$ cat config.mk
export PLATFORM = sky130hd
export DESIGN_NAME = regfile_scoreboard_flat
export DESIGN_NICKNAME = d
export VERILOG_FILES = /design/src/rtl/regfile_pkg.sv /design/src/rtl/regfile_scoreboard_if.sv /design/src/rtl/regfile_read_port.sv /design/src/rtl/regfile_scoreboard.sv /design/src/flat_wrapper.sv
export SDC_FILE = /design/constraint.sdc
export NUM_CORES = 2
export LEC_CHECK = 0
export ABC_CLOCK_PERIOD_IN_PS = 3550
export BUFFER_PORTS_ARGS = -buffer_cell sky130_fd_sc_hd__buf_4
export CORE_UTILIZATION = 35
export CTS_BUF_LIST = sky130_fd_sc_hd__clkbuf_4 sky130_fd_sc_hd__clkbuf_8
export DETAILED_ROUTE_END_ITERATION = 6
export PLACE_DENSITY = 0.6
export REMOVE_ABC_BUFFERS = 1
export SLEW_MARGIN = 20
export SYNTH_ARGS = -nofsm -noshare
export SYNTH_HDL_FRONTEND = slang
export SYNTH_HIERARCHICAL = 1
export SYNTH_SLANG_ARGS = --single-unit
$ cat constraint.sdc
create_clock -name clk -period 3.55 [get_ports clk]
set_clock_uncertainty 0.2 [all_clocks]
set_input_delay 0.355 -clock clk [delete_from_list [all_inputs] [get_ports clk]]
set_output_delay 0.355 -clock clk [all_outputs]
set_load 0.02 [all_outputs]
$ cat src/rtl/regfile_pkg.sv
// regfile_pkg: shared defaults, index/data types and index validity helper for regfile_scoreboard
package regfile_pkg;
  localparam int DEF_DATA_W   = 64;
  localparam int DEF_NUM_REGS = 32;
  localparam int DEF_NUM_RD   = 2;
  localparam int DEF_ZERO_REG = 31;
  localparam int DEF_ADDR_W   = $clog2(DEF_NUM_REGS);
  localparam int ZERO_REG     = DEF_ZERO_REG;
  typedef logic [DEF_ADDR_W-1:0] reg_idx_t;
  typedef logic [DEF_DATA_W-1:0] reg_data_t;
  function automatic logic idx_ok(int idx, int num_regs, int zero_reg);
    return (idx < num_regs) && (idx != zero_reg);
  endfunction
endpackage

$ cat src/rtl/regfile_scoreboard_if.sv
// regfile_scoreboard_if: writeback, read-port and issue signals of the register file scoreboard
interface regfile_scoreboard_if
  import regfile_pkg::*;
#(
  parameter int DATA_W   = DEF_DATA_W,
  parameter int NUM_REGS = DEF_NUM_REGS,
  parameter int NUM_RD   = DEF_NUM_RD
) ();
  localparam int ADDR_W = $clog2(NUM_REGS);
  logic                     RegWrite;
  logic [ADDR_W-1:0]        WriteRegister;
  logic [DATA_W-1:0]        WriteData;
  logic [NUM_RD*ADDR_W-1:0] rd_addr;
  logic [NUM_RD*DATA_W-1:0] rd_data;
  logic [NUM_RD-1:0]        rd_busy;
  logic                     issue_valid;
  logic [ADDR_W-1:0]        issue_reg;
  logic                     issue_ready;
  logic [ADDR_W:0]          busy_count;
  modport master (
    output RegWrite, WriteRegister, WriteData, rd_addr, issue_valid, issue_reg,
    input  rd_data, rd_busy, issue_ready, busy_count
  );
  modport slave (
    input  RegWrite, WriteRegister, WriteData, rd_addr, issue_valid, issue_reg,
    output rd_data, rd_busy, issue_ready, busy_count
  );
endinterface

$ cat src/rtl/regfile_read_port.sv
// regfile_read_port: one combinational read port with zero/range masking; REGFILE_BYPASS_EN adds write forwarding
module regfile_read_port
  import regfile_pkg::*;
#(
  parameter int DATA_W   = DEF_DATA_W,
  parameter int NUM_REGS = DEF_NUM_REGS,
  parameter int ZERO_REG = DEF_ZERO_REG,
  parameter int ADDR_W   = $clog2(NUM_REGS)
) (
  input  logic [ADDR_W-1:0]   i_addr,
  input  logic [DATA_W-1:0]   i_regs [NUM_REGS],
  input  logic [NUM_REGS-1:0] i_busy,
  input  logic                i_wr_en,
  input  logic [ADDR_W-1:0]   i_wr_addr,
  input  logic [DATA_W-1:0]   i_wr_data,
  output logic [DATA_W-1:0]   o_data,
  output logic                o_busy
);
`ifdef REGFILE_BYPASS_EN
  localparam bit BYPASS = 1'b1;
`else
  localparam bit BYPASS = 1'b0;
`endif
  logic w_ok;
  logic w_byp;
  // select the addressed register, forcing 0/not-busy for the zero register and out-of-range indices
  always_comb begin
    w_ok   = idx_ok(32'(i_addr), NUM_REGS, ZERO_REG);
    w_byp  = BYPASS && i_wr_en && (i_wr_addr == i_addr);
    o_data = !w_ok ? '0 : w_byp ? i_wr_data : i_regs[i_addr];
    o_busy = w_ok && !w_byp && i_busy[i_addr];
  end
endmodule

$ cat src/rtl/regfile_scoreboard.sv
// regfile_scoreboard: multi-read-port register file with per-register busy scoreboard (option: REGFILE_BYPASS_EN)
module regfile_scoreboard
  import regfile_pkg::*;
#(
  parameter int DATA_W   = DEF_DATA_W,
  parameter int NUM_REGS = DEF_NUM_REGS,
  parameter int NUM_RD   = DEF_NUM_RD,
  parameter int ZERO_REG = DEF_ZERO_REG
) (
  input logic clk,
  input logic rst_n,
  regfile_scoreboard_if.slave bus
);
  localparam int ADDR_W = $clog2(NUM_REGS);
  localparam int CNT_W  = ADDR_W + 1;
  logic [DATA_W-1:0]        r_regs [NUM_REGS];
  logic [NUM_REGS-1:0]      r_busy;
  logic [CNT_W-1:0]         r_busy_count;
  logic                     w_wr_ok;
  logic                     w_iss_ok;
  logic                     w_ready;
  logic                     w_set;
  logic                     w_clr;
  logic [NUM_REGS-1:0]      w_set_mask;
  logic [NUM_REGS-1:0]      w_clr_mask;
  logic [NUM_RD*DATA_W-1:0] w_rd_data;
  logic [NUM_RD-1:0]        w_rd_busy;
  // qualify writeback and issue; ready looks only at the registered busy bit, never at the write port
  always_comb begin
    w_wr_ok    = bus.RegWrite && idx_ok(32'(bus.WriteRegister), NUM_REGS, ZERO_REG);
    w_iss_ok   = idx_ok(32'(bus.issue_reg), NUM_REGS, ZERO_REG);
    w_ready    = !w_iss_ok || !r_busy[bus.issue_reg];
    w_set      = bus.issue_valid && w_ready && w_iss_ok;
    w_clr      = w_wr_ok && r_busy[bus.WriteRegister];
    w_set_mask = w_set ? NUM_REGS'(1) << bus.issue_reg : '0;
    w_clr_mask = w_wr_ok ? NUM_REGS'(1) << bus.WriteRegister : '0;
  end
  // architectural storage; dropped writes never reach here because w_wr_ok masks them
  always_ff @(posedge clk or negedge rst_n) begin
    if (!rst_n) r_regs <= '{default: '0};
    else if (w_wr_ok) r_regs[bus.WriteRegister] <= bus.WriteData;
  end
  // busy vector with set-over-clear priority and a running count kept equal to its popcount
  always_ff @(posedge clk or negedge rst_n) begin
    if (!rst_n) begin
      r_busy       <= '0;
      r_busy_count <= '0;
    end else begin
      r_busy       <= (r_busy & ~w_clr_mask) | w_set_mask;
      r_busy_count <= r_busy_count + CNT_W'(w_set) - CNT_W'(w_clr);
    end
  end
  for (genvar p = 0; p < NUM_RD; p++) begin : g_rd
    regfile_read_port #(
      .DATA_W  (DATA_W),
      .NUM_REGS(NUM_REGS),
      .ZERO_REG(ZERO_REG)
    ) u_rd (
      .i_addr   (bus.rd_addr[p*ADDR_W +: ADDR_W]),
      .i_regs   (r_regs),
      .i_busy   (r_busy),
      .i_wr_en  (w_wr_ok),
      .i_wr_addr(bus.WriteRegister),
      .i_wr_data(bus.WriteData),
      .o_data   (w_rd_data[p*DATA_W +: DATA_W]),
      .o_busy   (w_rd_busy[p])
    );
  end
  assign bus.rd_data     = w_rd_data;
  assign bus.rd_busy     = w_rd_busy;
  assign bus.issue_ready = w_ready;
  assign bus.busy_count  = r_busy_count;
endmodule

$ cat src/flat_wrapper.sv
// flat-port wrapper written by rule: the top's interface ports become plain ports
module regfile_scoreboard_flat import regfile_pkg::*;
#(
  parameter int DATA_W   = DEF_DATA_W,
  parameter int NUM_REGS = DEF_NUM_REGS,
  parameter int NUM_RD   = DEF_NUM_RD,
  parameter int ZERO_REG = DEF_ZERO_REG
)
  (clk, rst_n, bus_RegWrite, bus_WriteRegister, bus_WriteData, bus_rd_addr, bus_issue_valid, bus_issue_reg, bus_rd_data, bus_rd_busy, bus_issue_ready, bus_busy_count);
  regfile_scoreboard_if #(.DATA_W(DATA_W), .NUM_REGS(NUM_REGS), .NUM_RD(NUM_RD)) bus_i ();
  input logic clk;
  input logic rst_n;
  input wire logic [$bits(bus_i.RegWrite)-1:0] bus_RegWrite;
  input wire logic [$bits(bus_i.WriteRegister)-1:0] bus_WriteRegister;
  input wire logic [$bits(bus_i.WriteData)-1:0] bus_WriteData;
  input wire logic [$bits(bus_i.rd_addr)-1:0] bus_rd_addr;
  input wire logic [$bits(bus_i.issue_valid)-1:0] bus_issue_valid;
  input wire logic [$bits(bus_i.issue_reg)-1:0] bus_issue_reg;
  output wire logic [$bits(bus_i.rd_data)-1:0] bus_rd_data;
  output wire logic [$bits(bus_i.rd_busy)-1:0] bus_rd_busy;
  output wire logic [$bits(bus_i.issue_ready)-1:0] bus_issue_ready;
  output wire logic [$bits(bus_i.busy_count)-1:0] bus_busy_count;
  assign bus_i.RegWrite = bus_RegWrite;
  assign bus_i.WriteRegister = bus_WriteRegister;
  assign bus_i.WriteData = bus_WriteData;
  assign bus_i.rd_addr = bus_rd_addr;
  assign bus_i.issue_valid = bus_issue_valid;
  assign bus_i.issue_reg = bus_issue_reg;
  assign bus_rd_data = bus_i.rd_data;
  assign bus_rd_busy = bus_i.rd_busy;
  assign bus_issue_ready = bus_i.issue_ready;
  assign bus_busy_count = bus_i.busy_count;
  regfile_scoreboard #(.DATA_W(DATA_W), .NUM_REGS(NUM_REGS), .NUM_RD(NUM_RD), .ZERO_REG(ZERO_REG)) u_core (.clk(clk), .rst_n(rst_n), .bus(bus_i));
endmodule
==> results.cfg <==
[run_status]
run_status = finished, final reports clean

[worst_setup_path]
timing.setup.critical_path_class = reg2out
startpoint_type = register
cp.buffers_inverters = 2
worstPathRequired_ns = 2.99
crit_top_cell = buf_4
setup.worst_path.end_class = output pin
cpMaxStageDelayCell = mux4_2
setup.reg_to_reg.worst_slack_ns = 0.32
cp_top_family = compound AO/OA/AOI/OAI gates
r2r_worst_path_depth = 14
critPathMaxStageDelay_ns = 0.48
crit-reg2reg-capture = u_core/bus.busy_count[4]$_DFF_PN0_
path_cells = mux4_2, a22o_1, a2111oi_2, a311oi_1, buf_4, buf_4
worst-endpoint-arrival_ns = 2.93
reg2reg_from = u_core/r_busy[31]$_DFF_PN0_
path_max_fanout = 3

[route]
avgRoutedWirePerCell_um = 30.9
detailroute.wirelength.met3_um = 25100
route.final.wire_length_um = 383000
drt.antenna.violating_nets = 0
vias_per_cell = 6.08
route.vias.total = 75200
top_layer = met5
drt_pass1_iterations = 5
wl_met1_um = 166000
drt_first_iter_violations = 6537
met2WireLength_um = 177000
remaining_drc_errors = 0

[placed_design]
detailed_place_hpwl_um = 235000
placedCellCount = 11600
place_congestion = 0.849
buffers_on_ports = 224

[sta]
part_of_the_cycle_the_worst_path_needs_pct = 98.0
maxSlewViolCount = 0
finalSetupTns_ns = 0
top_achievable_clock_speed_mhz = 287
setup-violations-final = 0
finalCriticalPeriod_ns = 3.48
final_hold_viol_count = 0
relSlewSlack_pct = 28.8
max_slew.worst_pin.slew_ns = 1.07

[final_layout]
area_delta_synth_final_pct = 15.8
layout.cells.non_filler = 12400
fillerInstances = 28900
layout_commonest_cell = dfrtp_1
final_nets = 8013
final_cell_mix = 2071 x dfrtp_1, 2053 x mux2_2, 772 x mux4_2, 632 x buf_4, 544 x mux2i_1
layout_cells_sized_above_1_pct = 53.4
final_core_utilization_pct = 40.7

[global_route]
grt_overflow = 0
grt_first_pass_wirelength_um = 560000
aggregate_global_route_resource_usage_pct = 23.4
grt_antenna_before_repair = 24
grt_start_max_net_pins = 137
grt_pass1_vias = 78700

[pwr]
cellLeakagePower_nw = 56.5
switching_share_pct = 28.9
netSwitchingPower_mw = 20.5
pwr-share-clk_pct = 33.4
internal_power_mw = 50.5
ir_drop_mv = 0.338
power_density_nw_per_um2 = 549
seqPwrFrac_pct = 44.5
comb_power_share_pct = 22.1

[cts]
clk_pin_slew_worst_paths_ns = 0.07
cts-buffers-inserted = 361
clkLatencyLatePin_ns = 0.97
cts_max_path_buffers = 4
clock_tree.root_cell = clkbuf_8
cts_tree = built
clock_sinks = 2071
htreeDepth = 5

[yosys]
post_synth.cell_area_avg_um2 = 14.8
synth.yosys.warnings = 6
synthCells = 7554
synth_area_um2 = 112000

[floorplanning]
die_y_um = 567
floorplan.die.width_um = 567
initial_utilization_pct = 35.2
design.portCount = 225
rows = 207
fp.dieArea_um2 = 321000
core_area_um2 = 318000

[job]
cap_viol_max_count = 0

[hold_path]
holdCritStartpoint = bus_WriteData[55]
hold-path-endpoint = u_core/r_regs[1783]$_DFFE_PN0P_
tightest_hold_check_type = in2reg
worstHoldPathCells = 3
==> worst max path at each step <==
| stage | from | end | slack, ns | cells after the start |
|---|---|---|---|---|
| floorplan | bus_WriteRegister[3] | u_core/r_regs[1536]$_DFFE_PN0P_ | -4.27 | 2 |
| global placement | bus_rd_addr[8] | bus_rd_data[85] | -0.01 | 9 |
| detailed placement | bus_rd_addr[6] | bus_rd_data[85] | -0.008 | 9 |
| CTS | u_core/r_regs[1566]$_DFFE_PN0P_ | bus_rd_data[94] | -0.04 | 6 |
| global route | u_core/r_regs[1599]$_DFFE_PN0P_ | bus_rd_data[63] | -0.0001 | 7 |
| finish | u_core/r_regs[1562]$_DFFE_PN0P_ | bus_rd_data[26] | 0.07 | 6 |
==> worst register-to-register path: stages (launching register included) <==
cell	delay (ns)
dfrtp_1	0.42
mux2_2	0.28
o22ai_1	0.27
a2111oi_2	0.12
a2111oi_4	0.33
nand3_1	0.13
ha_1	0.30
inv_1	0.07
ha_1	0.17
inv_1	0.06
fa_1	0.41
inv_1	0.07
a21o_1	0.11
a21oi_1	0.07
xnor2_1	0.13
==> power groups by stage <==
stage / registers [mW] / logic [mW] / clock network, mW
after floorplan: 30.7 / 10.2 / 0
after CTS: 31.4 / 15.7 / 24.1
after detailed placement: 31.8 / 15.5 / 0
after global placement: 31.3 / 15.1 / 0
final: 31.6 / 15.7 / 23.7
after global routing: 32.1 / 16.7 / 25.2
==> cell type report <==
class / instances / area (µm²) / share of cell area, %
multi-input combinational: 4569 / 55500 / 42.9
antenna: 8 / 20.0 / 0.0155
sequential: 2071 / 51800 / 40.1
clock buffer: 579 / 7220 / 5.59
timing repair buffer: 893 / 9020 / 6.97
inverter: 22 / 82.6 / 0.0638
tap: 4180 / 5230 / 4.04
clock inverter: 50 / 475 / 0.368
==> registers in the layout, indices dropped and copies added (netlist names) <==
name,flops
u_core/r_busy,32
u_core/r_regs,2033
u_core/bus.busy_count,6
==> through the flow <==
step                      setup slack (ns)  hold WS (ns)  total power [mW]  area (µm²)
final                               0.0695         0.164              71.0      129000
after floorplan                      -4.27        -0.141              41.0      107000
after CTS                          -0.0374        0.0772              71.3      129000
after global placement            -0.00958        0.0925              46.4      120000
after global routing             -0.000107         0.164              74.1      129000
after detailed placement          -0.00823        0.0910              47.3      120000
==> metal layers <==
layer,GRT usage [%],vias to the layer above
met5,0,-
met4,8.52,12
met3,4.10,830
met2,36.7,3054
met1,32.3,41200
li1,-,30100
==> repair_timing <==
| action | CTS | global route |
|---|---|---|
| setup buffers | 2 | 0 |
| endpoints found under the setup margin | 36 | 21 |
| endpoints found under the hold margin | 4059 | 0 |
| pin swaps | 31 | 14 |
| resized for setup | 60 | 18 |
| hold buffers | 90 | 0 |
No activity file was read; power rests on OpenSTA's default activity.
